===== config.mk =====
export PLATFORM = sky130hd
export DESIGN_NAME = tape_beat_sequencer
export DESIGN_NICKNAME = d
export VERILOG_FILES = /design/src/rtl/tape_beat_sequencer.sv
export SDC_FILE = /design/constraint.sdc
export NUM_CORES = 1
export LEC_CHECK = 0
export CAP_MARGIN = 20
export CORE_ASPECT_RATIO = 0.75
export CORE_MARGIN = 3
export CORE_UTILIZATION = 46
export DETAILED_ROUTE_END_ITERATION = 10
export PLACE_DENSITY = 0.87
export SYNTH_ARGS = -nofsm -noshare
export SYNTH_HDL_FRONTEND = slang
export SYNTH_SLANG_ARGS = --single-unit

===== constraint.sdc =====
create_clock -name clk -period 1.8 [get_ports clk]
set_input_delay 0.54 -clock clk [delete_from_list [all_inputs] [get_ports clk]]
set_output_delay 0.54 -clock clk [all_outputs]
set_load 0.03 [all_outputs]

===== src/rtl/tape_beat_sequencer.sv =====
// rtl/tape_beat_sequencer.sv - paper-tape row sequencer: fetches ROM rows, holds each note for d+1 beat ticks
module tape_beat_sequencer #(
  parameter int ADDR_W = 6,
  parameter int NOTE_W = 5,
  parameter int DUR_W  = 3,
  parameter int DATA_W = 1 + NOTE_W + DUR_W
) (
  input  logic              clk,
  input  logic              rst_n,
  input  logic              play,
  input  logic              stop,
  input  logic              tick,
  output logic              tick_en,
  output logic [ADDR_W-1:0] rom_addr,
  input  logic [DATA_W-1:0] rom_data,
  output logic [NOTE_W-1:0] note,
  output logic              note_on,
  output logic              busy,
  output logic              done
);

  typedef enum logic [2:0] {
    IDLE   = 3'd0,
    FETCH  = 3'd1,
    LOAD   = 3'd2,
    PLAY   = 3'd3,
    PAUSE  = 3'd4,
    FINISH = 3'd5
  } state_t;

  localparam logic [ADDR_W-1:0] LAST_ROW = {ADDR_W{1'b1}};

  state_t             state;
  logic [DUR_W-1:0]   dur_cnt;

  logic               row_end;
  logic [NOTE_W-1:0]  row_note;
  logic [DUR_W-1:0]   row_dur;

  assign row_end  = rom_data[DATA_W-1];
  assign row_note = rom_data[DUR_W +: NOTE_W];
  assign row_dur  = rom_data[DUR_W-1:0];

  assign busy    = (state != IDLE);
  assign tick_en = (state == PLAY);

  always_ff @(posedge clk) begin
    if (!rst_n) begin
      state    <= IDLE;
      rom_addr <= '0;
      note     <= '0;
      note_on  <= 1'b0;
      done     <= 1'b0;
      dur_cnt  <= '0;
    end else if (stop) begin
      // Abort rewinds silently: no done pulse, next play starts at row 0.
      state    <= IDLE;
      rom_addr <= '0;
      note     <= '0;
      note_on  <= 1'b0;
      done     <= 1'b0;
      dur_cnt  <= '0;
    end else begin
      done <= 1'b0;
      case (state)
        IDLE: begin
          if (play) state <= FETCH;
        end
        FETCH: begin
          state <= LOAD;
        end
        LOAD: begin
          if (row_end) begin
            state   <= FINISH;
            done    <= 1'b1;
            note    <= '0;
            note_on <= 1'b0;
          end else begin
            note    <= row_note;
            dur_cnt <= row_dur;
            note_on <= (row_note != '0);
            state   <= PLAY;
          end
        end
        PLAY: begin
          // Pause wins over a coincident tick, so that tick is never counted.
          if (!play) begin
            state   <= PAUSE;
            note_on <= 1'b0;
          end else if (tick) begin
            if (dur_cnt != '0) begin
              dur_cnt <= dur_cnt - 1'b1;
            end else if (rom_addr == LAST_ROW) begin
              state   <= FINISH;
              done    <= 1'b1;
              note    <= '0;
              note_on <= 1'b0;
            end else begin
              rom_addr <= rom_addr + 1'b1;
              state    <= FETCH;
            end
          end
        end
        PAUSE: begin
          if (play) begin
            state   <= PLAY;
            note_on <= (note != '0);
          end
        end
        FINISH: begin
          rom_addr <= '0;
          state    <= IDLE;
        end
        default: begin
          state <= IDLE;
        end
      endcase
    end
  end

endmodule

Word level (Yosys, flattened, before mapping)
Cells that the tools add are included.
W data, S select, Z words.
{"block": "op_classes", "n_reduce_logical": 14, "n_eq_ne": 18, "muxes": 37, "bitwise": 1, "addsub": 2}
{"op": "$mux W3", "n": 11}
{"op": "$mux W5", "n": 5}
{"op": "$mux W6", "n": 4}
{"op": "$reduce_and A5 Y1", "n": 4}
{"op": "$pmux W3 S5", "n": 1}
{"op": "$ne A2 B2 Y1 const B", "n": 7}
{"op": "$pmux W6 S2", "n": 1}
{"op": "$mux W1", "n": 11}
{"op": "$pmux W5 S2", "n": 1}
{"op": "$reduce_bool A5 Y1", "n": 2}
{"op": "$reduce_bool A3 Y1", "n": 3}
{"op": "$add A6 B1 Y6 const B", "n": 1}
{"op": "$eq A3 B2 Y1 const B", "n": 2}
{"op": "$eq A3 B3 Y1 const B", "n": 2}
{"op": "$eq A6 B6 Y1 const B", "n": 1}
{"op": "$ne A3 B3 Y1 const B", "n": 2}
{"op": "$pmux W3 S2", "n": 1}
{"op": "$ne A2 B1 Y1 const B", "n": 2}
{"op": "$reduce_and A4 Y1", "n": 1}
{"op": "$reduce_bool A2 Y1", "n": 2}
{"op": "$eq A3 B1 Y1 const B", "n": 1}
{"op": "$logic_not A3 Y1", "n": 1}
{"op": "$ne A3 B2 Y1 const B", "n": 1}
{"op": "$pmux W1 S3", "n": 1}
{"op": "4 further kinds", "n": 4}
{"block": "totals", "regBits": 19, "wordCells": 78, "out_inout_bits": 15}

Longest topological paths before layout
{"block": "logic_depth", "ltp_word": 6, "mapped_depth": 6}

Worst setup path before layout
No wires, ideal clock.
{"block": "synth_timing", "kind": "reg-to-output", "start": "register state[2]", "end": "output tick_en", "path_buffers": 2, "path_slack_ns": 0.080, "arrival_time_ns": 1.180, "path_stages_with_launch": 5, "path_cell_list": "dfxtp_1 -> clkbuf_2 -> nand2b_1 -> buf_2 -> nor2_1"}
{"block": "synth_via", "elab_chain_len": 1}
{"item": "start: declaration", "line": "33", "rtl": "state_t state;"}
{"item": "start signal: assignment", "line": "49", "rtl": "state <= IDLE;"}
{"item": "start signal: assignment", "line": "57", "rtl": "state <= IDLE;"}
{"item": "start signal: assignment", "line": "67", "rtl": "if (play) state <= FETCH;"}
{"item": "$eq A3 B2 Y1", "line": "45", "rtl": "assign tick_en = (state == PLAY);"}
{"item": "end: declaration", "line": "13", "rtl": "output logic tick_en,"}
No other way between the ends.

Worst setup path after layout
Same ends and word-level chain as after synthesis.

==> load_flow_metrics.sql <==
INSERT INTO impl_metrics (metric_group, metric, value, unit) VALUES
('worst_setup_path', 'cp-end-kind', 'output pin', ''),
('worst_setup_path', 'kind_of_cell_adding_the_most_delay_to_the_critical_path', 'flip-flops', ''),
('routing', 'detail-route-antenna-nets', '0', ''),
('die', 'design.die.area', '0.00281', 'mm^2'),
('clock_network', 'clock_insertion_delay_worst_skew', '290', 'ps'),
('timing', 'post-route-min-period', '1740', 'ps'),
('timing', 'timing.fmax', '576', 'MHz'),
('yosys', 'post_synth_instance_area', '0.00101', 'mm^2'),
('layout', 'num-fill-cells', '167', ''),
('global_routing', 'grt_pass1_wl', '5.16', 'mm'),
('die', 'floorplan.io_pins', '29', ''),
('yosys', 'synth.yosys.seq_area_share', '37.5', '%'),
('routing', 'drcViolationCount', '0', ''),
('worst_setup_path', 'arrival', '1200', 'ps'),
('clock_network', 'clock_sinks', '19', ''),
('layout', 'nets', '185', ''),
('placed_design', 'placed_cells', '181', ''),
('global_routing', 'grt_max_degree', '11', ''),
('layout', 'multiInputGateArea', '632', 'um^2'),
('clock_network', 'clk_pin_slew_worst_paths', '100', 'ps'),
('worst_setup_path', 'type_of_the_setup_path_with_the_least_slack', 'flip-flop to output pin', ''),
('clock_network', 'cts_max_level', '1', ''),
('timing', 'layout_worst_path_cycle_share', '96.5', '%'),
('yosys', 'synth.lib_cells_used.distinct', '37', ''),
('yosys', 'synth-warning-count', '0', ''),
('yosys', 'syn-mean-instance-area', '8.53', 'um^2'),
('routing', 'drt_first_iter_violations', '64', ''),
('clock_network', 'cts-root-to-sink-buffers', '2', ''),
('pwr', 'vdd_drop_max', '531', 'uV'),
('routing', 'detail_route.wirelength', '3.26', 'mm'),
('layout', 'layout_common_cells', 'sky130_fd_sc_hd__dfxtp_1 (19), sky130_fd_sc_hd__buf_4 (19), sky130_fd_sc_hd__dlygate4sd2_1 (14)', ''),
('worst_setup_path', 'critPathSlowestCell', 'sky130_fd_sc_hd__dfxtp_1', ''),
('timing', 'worst_slew_pin_slew', '509', 'ps'),
('timing', 'grt_setup_unrepaired', 'false', ''),
('yosys', 'synthesis.instances', '119', ''),
('clock_network', 'cts-buffers-inserted', '3', ''),
('worst_setup_path', 'crit_path_max_incr_delay', '320', 'ps'),
('worst_setup_path', 'setup.worst_path.start_class', 'flip-flop', ''),
('layout', 'final_layout_size_suffix_gt1_share', '22.2', '%'),
('die', 'floorplan.core_area', '0.00205', 'mm^2'),
('pwr', 'static-leakage-power', '0.617', 'nW'),
('placed_design', 'placement.cell_area', '0.00141', 'mm^2'),
('clock_network', 'tritoncts', 'yes', ''),
('die', 'placement_rows', '14', ''),
('global_routing', 'track_usage', '25.3', '%'),
('timing', 'final_hold_viol_count', '0', ''),
('pwr', 'power_density_over_cell_area', '500', 'mW/mm^2'),
('timing', 'finalSetupTns', '0', 'ps'),
('routing', 'viasPerCell', '6.21', ''),
('timing', 'finalWorstSetupSlack', '62.8', 'ps'),
('yosys', 'syn_nets', '136', ''),
('hold_path', 'kind_of_path_behind_the_tightest_hold_check', 'flip-flop to flip-flop', ''),
('layout', 'signed_area_change_from_the_synthesized_netlist_to_the_final_layout', '48.8', '%'),
('outcome', 'outcome', 'completed', ''),
('die', 'die-width', '60.2', 'um'),
('die', 'dieHeight', '46.7', 'um'),
('clock_network', 'cts-root-buf', 'sky130_fd_sc_hd__clkbuf_4', ''),
('clock_network', 'cts_hold_repair.buffers', '0', ''),
('layout', 'seq_area', '380', 'um^2'),
('timing', 'report.final.slew_viol_count', '0', ''),
('flow_run', 'drv_cap', '0', ''),
('worst_setup_path', 'critical_path.cell_chain', 'buf_4 -> nand2b_4 -> nor2_2 -> buf_6', ''),
('placed_design', 'io_buffers', '28', ''),
('timing', 'timing.hold.ws', '488', 'ps'),
('routing', 'routedWlPerCell', '17.0', 'um'),
('layout', 'final_cell_count_without_fillers', '191', ''),
('worst_setup_path', 'wp_data_required', '1260', 'ps'),
('placed_design', 'place.detailed.hpwl', '2.23', 'mm'),
('routing', 'via_count_of_the_routed_design', '1187', ''),
('timing', 'worst_clock_skew', '3.86', 'ps'),
('worst_setup_path', 'crit_path_max_fanout', '9', '');
==> state kept, by name, summed over array words and instances (netlist names) <==
signal    count
done          1
note          5
note_on       1
rom_addr      6
dur_cnt       3
state         3
==> cells in the mapped netlist <==
master | instances | share of area (%)
sky130_fd_sc_hd__inv_1 | 6 | 2.2
sky130_fd_sc_hd__buf_2 | 1 | 0.49
sky130_fd_sc_hd__ha_1 | 3 | 3.7
sky130_fd_sc_hd__nor3_1 | 2 | 0.99
sky130_fd_sc_hd__or4_1 | 2 | 1.5
sky130_fd_sc_hd__clkbuf_2 | 1 | 0.49
sky130_fd_sc_hd__or3_1 | 4 | 2.5
sky130_fd_sc_hd__nand3b_1 | 2 | 1.5
sky130_fd_sc_hd__a22oi_1 | 1 | 0.74
sky130_fd_sc_hd__xor2_1 | 1 | 0.86
sky130_fd_sc_hd__o211ai_1 | 3 | 2.2
sky130_fd_sc_hd__a21oi_1 | 11 | 5.4
sky130_fd_sc_hd__a22o_1 | 5 | 4.3
sky130_fd_sc_hd__nand4b_1 | 1 | 0.86
sky130_fd_sc_hd__nand2_1 | 6 | 2.2
sky130_fd_sc_hd__mux2i_1 | 2 | 2.0
sky130_fd_sc_hd__o21ai_0 | 7 | 3.5
sky130_fd_sc_hd__nor2b_1 | 2 | 1.2
sky130_fd_sc_hd__nand3_1 | 3 | 1.5
sky130_fd_sc_hd__nor2_1 | 11 | 4.1
sky130_fd_sc_hd__a211oi_1 | 2 | 1.5
sky130_fd_sc_hd__a311oi_1 | 1 | 0.86
sky130_fd_sc_hd__and3b_1 | 1 | 0.86
sky130_fd_sc_hd__o31ai_1 | 3 | 2.2
sky130_fd_sc_hd__or3b_2 | 1 | 0.86
sky130_fd_sc_hd__clkbuf_1 | 2 | 0.74
sky130_fd_sc_hd__a21o_1 | 1 | 0.74
sky130_fd_sc_hd__nor4_2 | 1 | 1.2
sky130_fd_sc_hd__and4b_1 | 1 | 0.99
sky130_fd_sc_hd__nor4b_1 | 2 | 1.7
sky130_fd_sc_hd__dfxtp_1 | 19 | 37
sky130_fd_sc_hd__a31oi_1 | 1 | 0.62
sky130_fd_sc_hd__o211ai_4 | 1 | 2.1
sky130_fd_sc_hd__nand2b_1 | 5 | 3.1
sky130_fd_sc_hd__nor4_1 | 2 | 1.2
sky130_fd_sc_hd__a211o_1 | 1 | 0.86
sky130_fd_sc_hd__o21bai_1 | 1 | 0.74
==> worst reg2reg max path: stages (launching register included) <==
cell	delay, ps
sky130_fd_sc_hd__dfxtp_1	310
sky130_fd_sc_hd__inv_1	120
sky130_fd_sc_hd__ha_2	220
sky130_fd_sc_hd__and3b_2	240
sky130_fd_sc_hd__o211ai_4	120
sky130_fd_sc_hd__or4_1	480
sky130_fd_sc_hd__a21oi_1	150
==> repair_timing <==
action	4_1_cts	5_1_grt
endpoints found under the setup margin	17	11
resized for setup	22	9
endpoints found under the hold margin	0	0
setup buffers	5	1
pin swaps	2	2
==> worst paths after layout <==
kind / depth (start not counted) / to / slack [ps] / start
min: 2 / dur_cnt[1] / 490 / dur_cnt[1]
max reg2reg: 6 / rom_addr[5] / 100 / dur_cnt[0]
max: 4 / tick_en / 60 / state[2]
min reg2reg: 2 / dur_cnt[1] / 490 / dur_cnt[1]
==> logic make-up (layout without fill, tap and decap cells) <==
family                   Yosys count  after routing  share of synthesized area, %
AND/OR/NAND/NOR                   46             46                          26.3
AO/OA/AOI/OAI                     38             38                          25.8
flip-flops                        19             19                          37.5
buffers and inverters             10             58                          3.94
adder cells (fa/ha/maj)            3              3                          3.70
multiplexers                       2              2                          1.97
XOR/XNOR                           1              1                         0.863
==> metal layers <==
layer	part of all wire, %	GRT usage, %	wire length (um)
met3	10	6.44	330
met4	3.9	9.29	128
met5	0	0	0
met1	38	29.2	1240
met2	48	45.3	1560
==> per-stage QoR <==
stage          util, %  power, mW
5_1_grt           73.7      0.789
3_5_place_dp      68.8      0.535
6_report          73.7      0.755
2_1_floorplan        -      0.475
4_1_cts           71.9      0.751
3_3_place_gp      68.8      0.532
==> where the power goes <==
group          internal, mW  leakage, nW  total [mW]  switching [mW]
sequential            0.423        0.153       0.424         0.00134
combinational        0.0606        0.449       0.118          0.0570
clock                0.0863       0.0150       0.213           0.127
total                 0.570        0.617       0.755           0.185
==> final cells by class <==
type / instances / share of cell area, %
Multi-Input combinational cell: 90 / 41.8
Timing Repair Buffer: 48 / 27.5
Sequential cell: 19 / 25.2
Tap cell: 24 / 1.99
Clock buffer: 4 / 1.74
Inverter: 6 / 1.74
No activity file was read; power rests on OpenSTA's default activity.
